### config.mk
export PLATFORM = sky130hd
export DESIGN_NAME = bcd_counter_nd
export DESIGN_NICKNAME = d
export VERILOG_FILES = /design/src/rtl/bcd_counter_nd.sv
export SDC_FILE = /design/constraint.sdc
export NUM_CORES = 1
export LEC_CHECK = 0
export ABC_AREA = 0
export CAP_MARGIN = 5
export CORE_ASPECT_RATIO = 1.1
export CORE_MARGIN = 2
export CORE_UTILIZATION = 45
export DETAILED_ROUTE_END_ITERATION = 8
export PLACE_DENSITY_LB_ADDON = 0.3
export SYNTH_ARGS = -nofsm -noshare
export SYNTH_HDL_FRONTEND = slang
export SYNTH_SLANG_ARGS = --single-unit
### constraint.sdc
create_clock -name clk -period 2.03 [get_ports clk]
set_clock_uncertainty 0.15 [all_clocks]
set_input_delay 0.203 -clock clk [delete_from_list [all_inputs] [get_ports clk]]
set_output_delay 0.203 -clock clk [all_outputs]
set_load 0.03 [all_outputs]
### src/rtl/bcd_counter_nd.sv
// bcd_counter_nd: N-digit BCD up/down counter with parallel load,
// terminal-count flag and selectable halt/wrap behaviour at the boundary.
// Q is a packed BCD bus, digit k at [4k+3:4k], digit 0 least significant.
module bcd_counter_nd #(
    parameter int DIGITS = 3,
    parameter bit WRAP   = 1'b0
) (
    input  logic                  clk,
    input  logic                  reset,
    input  logic                  enable,
    input  logic                  up,
    input  logic                  load,
    input  logic [4*DIGITS-1:0]   d_in,
    output logic [4*DIGITS-1:0]   Q,
    output logic                  ceo,
    output logic                  ovf,
    output logic                  load_err
);

    localparam int W = 4 * DIGITS;

    // True when every nibble of v is a legal BCD digit (0..9).
    function automatic logic all_bcd(input logic [W-1:0] v);
        logic ok;
        ok = 1'b1;
        for (int k = 0; k < DIGITS; k++) begin
            ok = ok & (v[4*k +: 4] <= 4'd9);
        end
        return ok;
    endfunction

    // True when every nibble of v equals val.
    function automatic logic all_digits(input logic [W-1:0] v, input logic [3:0] val);
        logic eq;
        eq = 1'b1;
        for (int k = 0; k < DIGITS; k++) begin
            eq = eq & (v[4*k +: 4] == val);
        end
        return eq;
    endfunction

    logic [W-1:0] q_r;
    logic         ovf_r;
    logic         load_err_r;

    logic         ceo_s;
    logic [W-1:0] next_count_s;
    logic         load_ok_s;

    // Terminal count depends on the live direction so it follows 'up' without waiting a clock.
    always_comb begin
        ceo_s = 1'b0;
        if (up) begin
            ceo_s = all_digits(q_r, 4'd9);
        end else begin
            ceo_s = all_digits(q_r, 4'd0);
        end
    end

    // Ripple the carry/borrow chain: a digit steps only when all lower digits sit at their terminal value.
    always_comb begin
        logic       chain_s;
        logic [3:0] digit_s;
        next_count_s = q_r;
        chain_s      = 1'b1;
        digit_s      = 4'd0;
        for (int k = 0; k < DIGITS; k++) begin
            digit_s = q_r[4*k +: 4];
            if (chain_s) begin
                if (up) begin
                    next_count_s[4*k +: 4] = (digit_s == 4'd9) ? 4'd0 : digit_s + 4'd1;
                end else begin
                    next_count_s[4*k +: 4] = (digit_s == 4'd0) ? 4'd9 : digit_s - 4'd1;
                end
            end else begin
                next_count_s[4*k +: 4] = digit_s;
            end
            chain_s = chain_s & (digit_s == (up ? 4'd9 : 4'd0));
        end
    end

    // A load is only accepted when it cannot put a non-BCD nibble into the count.
    always_comb begin
        load_ok_s = all_bcd(d_in);
    end

    // Count state and the two one-cycle status pulses; priority is reset > load > enable > hold.
    always_ff @(posedge clk) begin
        if (reset) begin
            q_r        <= {W{1'b0}};
            ovf_r      <= 1'b0;
            load_err_r <= 1'b0;
        end else if (load) begin
            ovf_r <= 1'b0;
            if (load_ok_s) begin
                q_r        <= d_in;
                load_err_r <= 1'b0;
            end else begin
                q_r        <= q_r;
                load_err_r <= 1'b1;
            end
        end else if (enable) begin
            load_err_r <= 1'b0;
            if (ceo_s) begin
                // At the boundary: either saturate or let the chain roll every digit over.
                ovf_r <= 1'b1;
                if (WRAP) begin
                    q_r <= next_count_s;
                end else begin
                    q_r <= q_r;
                end
            end else begin
                ovf_r <= 1'b0;
                q_r   <= next_count_s;
            end
        end else begin
            q_r        <= q_r;
            ovf_r      <= 1'b0;
            load_err_r <= 1'b0;
        end
    end

    assign Q        = q_r;
    assign ceo      = ceo_s;
    assign ovf      = ovf_r;
    assign load_err = load_err_r;

endmodule

[After elaboration in Yosys (flattened, before gate mapping)]
Index checks and enable logic that the tools add are counted.
Word-level totals
  bits in registers: 14
  bits in latches: 0
  memory bits (writable): 0
  bits in read-only memories: 0
  bits of input ports: 17
  output and inout port bits: 15
  logic and storage cells: 60
  memories: 0
Operators by class
  add/sub/neg operators: 6
  $mul: 0
  div/mod/pow operators: 0
  order comparisons: 3
  equality and inequality tests: 7
  shift-type cells: 0
  multiplexer cells: 19
  bitwise operators: 9
  reductions and logical operators: 11
Operator list (count)
  two-way mux 12 bit: 4
  two-way mux 4 bit: 12
  adder 4 x 1 -> 4 bit (second input constant): 3
  equality test 4 bit (second input constant): 3
  <= comparator 4 bit (second input constant): 3
  zero test 4 bit: 3
  subtractor 4 x 1 -> 4 bit (second input constant): 3
  equality test 4 bit: 2
  AND reduction 4 bit: 2
  bitwise AND 1 bit: 7
  nonzero test 2 bit: 3
  two-way mux 1 bit: 3
  AND reduction 3 bit: 1
  OR reduction 3 bit: 1
  inequality test 2 x 1 -> 1 bit (second input constant): 1
  inequality test 2 bit (second input constant): 1
  NOT 1 bit: 2
  OR reduction 2 bit: 1

[Longest topological paths before layout]
  word-level depth: 7
  mapped depth: 7
  mapped depth without buffers: 5

[Worst setup path after synthesis]
Ideal clock, no wire load.
  kind: reg2reg
  start point: reg q_r[3] (netlist: Q[3])
  end point: reg q_r[6] (netlist: Q[6])
  library setup time: 0.123 ns
  arrival: 1.856 ns
  data required time: 1.757 ns
  setup slack: -0.099 ns
  cell stages (with the launch flop): 7
  path buffers: 1
  clock period less this slack: 2.129 ns
  cells stage by stage: dfxtp_1 buf_6 or4_4 o22ai_4 a21o_2 a21o_4 mux2_1
On the way
  word-level cells in the longest chain between the ends: 6
  elaborated cells on any way between the ends: 11
  those cells by class: 3 x eq/ne; 1 x mux; 4 x bitwise; 3 x reduce/logical
RTL lines
  from (decl): line 42  | logic [W-1:0] q_r;
  from (signal assigned): line 90  | q_r <= {W{1'b0}};
  from (signal assigned): line 96  | q_r <= d_in;
  from (signal assigned): line 99  | q_r <= q_r;
  equality test 4 bit or zero test 4 bit (tied branches): line 37  | eq = eq & (v[4*k +: 4] == val);
  bitwise AND 1 bit (2 in series): line 37
  two-way mux 1 bit: line 53  | if (up) begin
  inequality test 2 bit (no line)
  AND reduction 4 bit (no line) (*)
Mark *: on every way between the ends. The rest lies on a longest branch, timed or not.
A chain may end at the register's enable or synchronous reset.

[Worst setup path in the final report]
  start point: reg q_r[7] (netlist: Q[7])
  end point: out ceo
On the way
  word-level cells in the longest chain between the ends: 4
  elaborated cells on any way between the ends: 7
  those cells by class: 1 x eq/ne; 1 x mux; 4 x bitwise; 1 x reduce/logical
RTL lines
  equality test 4 bit or zero test 4 bit (tied branches): line 37
  bitwise AND 1 bit (2 in series): line 37
  two-way mux 1 bit (*): line 53
  to (decl): line 15  | output logic ceo,
Marks and branches as above.

==> impl_metrics.ini <==
[status]
outcome = complete, but fails checks
violations = negative setup slack

[global_route]
grt_pass1_vias = 1452
grt_first_pass_wirelength_um = 6280
grt_max_degree = 14
antenna_found_initial = 0
overflow = 0
grt_usage = 0.232

[floorplanning]
core_area_um2 = 2800
rows = 20
dieArea_um2 = 3430
fp.dieW_um = 56.0
floorplan.die.height_um = 61.2
initial_core_util = 0.478
boundaryPins = 32

[logic_synthesis]
ys_seq_area_frac = 0.209
syn_inst = 159
synth_area_leaders = dfxtp_1 (21%), o211ai_1 (5.0%), mux2i_1 (4.5%)
synth_async_sr_flop_share = 0
synth_top_cell_by_area = dfxtp_1
synth_seq_cells = 14
synth_area_um2 = 1340
synthDistinctLibCells = 60
yosysTopAreaCellShare = 0.209
syn_nets = 176
yosysWarningCount = 0
synth-edff-count = 0
ys.flop_type = dfxtp_1
postSynthAreaPerCell_um2 = 8.42

[detailed_routing]
route.detailed.drc = 0
wl_per_cell_um = 15.3
vias = 1424
via_per_inst = 5.79
ant_nets = 0
dr.pass1.iters = 4
wl_um = 3760
first_iter_violations = 39

[finish]
regArea_um2 = 292
drive_gt1_frac = 0.305
antennaDiodeCount = 0
multi_input_area_um2 = 890
fin_nets = 231
syn_to_final_growth_pct = 39.3
fill_cells = 254
finalCoreUtilization = 0.666

[timing]
layout_setup_ws_ns = -0.00108
final_hold_viol_count = 0
finalSetupViolCount = 1
rsz0062_at_grt = yes
slew_headroom = 0.754
period_share = 1.00
slew_violations = 0
min_period_ns = 2.03
worstMarginPinSlew_ns = 0.369
clock.fmax_mhz = 492

[pwr]
peakVddDrop_mv = 0.364
power.leakage_nw = 0.741
power_density_nw_per_um2 = 556

[cts]
cts_buffers = 3
cts_tree = done
holdBufCountCts = 0
htree_levels = 1
clockBufferDepth = 2
clk_pin_slew_worst_paths_ns = 0.10
cts-root-buf = clkbuf_4
cts_sinks = 14
clk_latency_ns = 0.28

[hold_path]
whs_path_depth = 2
hp-class = flip-flop to flip-flop
hold_end = Q[11]
hold_start = Q[11]

[worst_setup_path]
worstSetupStartpointType = flip-flop
r2r_setup_slack_ns = 0.01
worstReg2RegStart = Q[7]
reg2reg_to = Q[6]
rr_worst_depth = 6
critPathKind = flip-flop to primary output
worstPathArrival_ns = 1.68
crit_fanout = 2
required_ns = 1.68
cp-end-kind = primary output

[placement]
dpl_worst_slack_ns = -0.236
dpl.hpwl_um = 2840
gp_congestion = 0.855
numPortBuffers = 31

[flow_run]
maxCapViolations = 0
[routing by layer]
metal,routed length [um],global-route usage
met5,0,0
met2,1930,0.427
met4,43,0.122
met1,1640,0.267
met3,141,0.0315
[kinds of logic (layout without fill, tap and decap cells)]
family,Yosys count,after routing,synth area share
XOR/XNOR,6,6,0.0393
AND/OR/NAND/NOR,52,52,0.230
multiplexers,8,8,0.0645
AO/OA/AOI/OAI,55,55,0.330
buffers and inverters,24,78,0.127
flip-flops,14,14,0.209
[worst max-delay path: stages, from the launching register on]
cell and delay (ns):
dfxtp_2 0.33, or4_4 0.54, o22ai_4 0.15, buf_6 0.12, and2_4 0.13, buf_6 0.12
[power breakdown]
part | internal, mW | switching, mW | total [mW]
registers | 0.297 | 0.0263 | 0.323
logic | 0.259 | 0.243 | 0.502
clock network | 0.109 | 0.103 | 0.212
[how the worst max path moves through the flow]
stage               cells after the start  start  endpoint  slack, ns
finish                                  5   Q[7]       ceo     -0.001
global route                            5   Q[0]       ceo      -0.06
CTS                                     5   Q[0]       ceo      -0.03
detailed placement                      8     up      Q[8]      -0.24
global placement                        6     up      Q[6]      -0.17
floorplan                               6   Q[3]      Q[6]      0.006
[final cells by class]
cell class,instances,area share
Multi-Input combinational cell,121,0.477
Timing Repair Buffer,66,0.309
Tap cell,33,0.0221
Sequential cell,14,0.156
Inverter,8,0.0161
Clock buffer,4,0.0195
[cell usage in the layout (no fill, tap or decap), types with 3 or more instances in the layout]
cell type | Yosys | layout
o211ai_1 | 9 | 9
nand3_1 | 4 | 4
nand2_1 | 13 | 13
inv_1 | 7 | 7
xnor2_1 | 3 | 3
dfxtp_1 | 14 | 7
a22o_1 | 3 | 3
clkbuf_4 | 0 | 3
xor2_1 | 3 | 3
o21ai_0 | 8 | 8
mux2i_1 | 6 | 6
nor3_1 | 4 | 4
a21oi_1 | 9 | 9
nor2_1 | 8 | 8
nand2b_1 | 4 | 4
dfxtp_2 | 0 | 6
buf_4 | 1 | 34
clkdlybuf4s50_1 | 0 | 29
[through the flow]
step / hold slack (ns) / power (mW) / area, um2 / cells / setup TNS (ns)
finish: 0.384 / 1.04 / 1870 / 246 / -0.00108
global route: 0.425 / 1.10 / 1870 / 246 / -0.0972
CTS: 0.385 / 1.03 / 1850 / 245 / -0.0317
detailed placement: 0.366 / 0.806 / 1800 / 240 / -2.06
global placement: 0.362 / 0.796 / 1800 / 240 / -1.30
floorplan: 0.235 / 0.628 / 1350 / 159 / 0
[sequential cells by signal, indices dropped and copies added (netlist names)]
name and cells:
ovf 1, Q 12, load_err 1
[timing repair]
action | in CTS | in global routing
endpoints found under the setup margin | 1 | 9
endpoints found under the hold margin | 0 | 0
setup buffers | 1 | 1
resized for setup | 4 | 3
pin swaps | 1 | 1
[Yosys cell counts (all sizes together), types with 2 or more instances]
library cell / instances
dfxtp: 14
nand2: 13
a21oi: 9
o211ai: 9
buf: 8
clkbuf: 8
nor2: 8
o21ai: 8
inv: 7
mux2i: 6
a211oi: 4
nand2b: 4
nand3: 4
nor3: 4
a22o: 3
and3: 3
o22ai: 3
xnor2: 3
xor2: 3
a211o: 2
a21o: 2
a311oi: 2
and2b: 2
mux2: 2
nor2b: 2
nor4: 2
or3: 2
or4: 2
(Power assumes the default switching activity.)
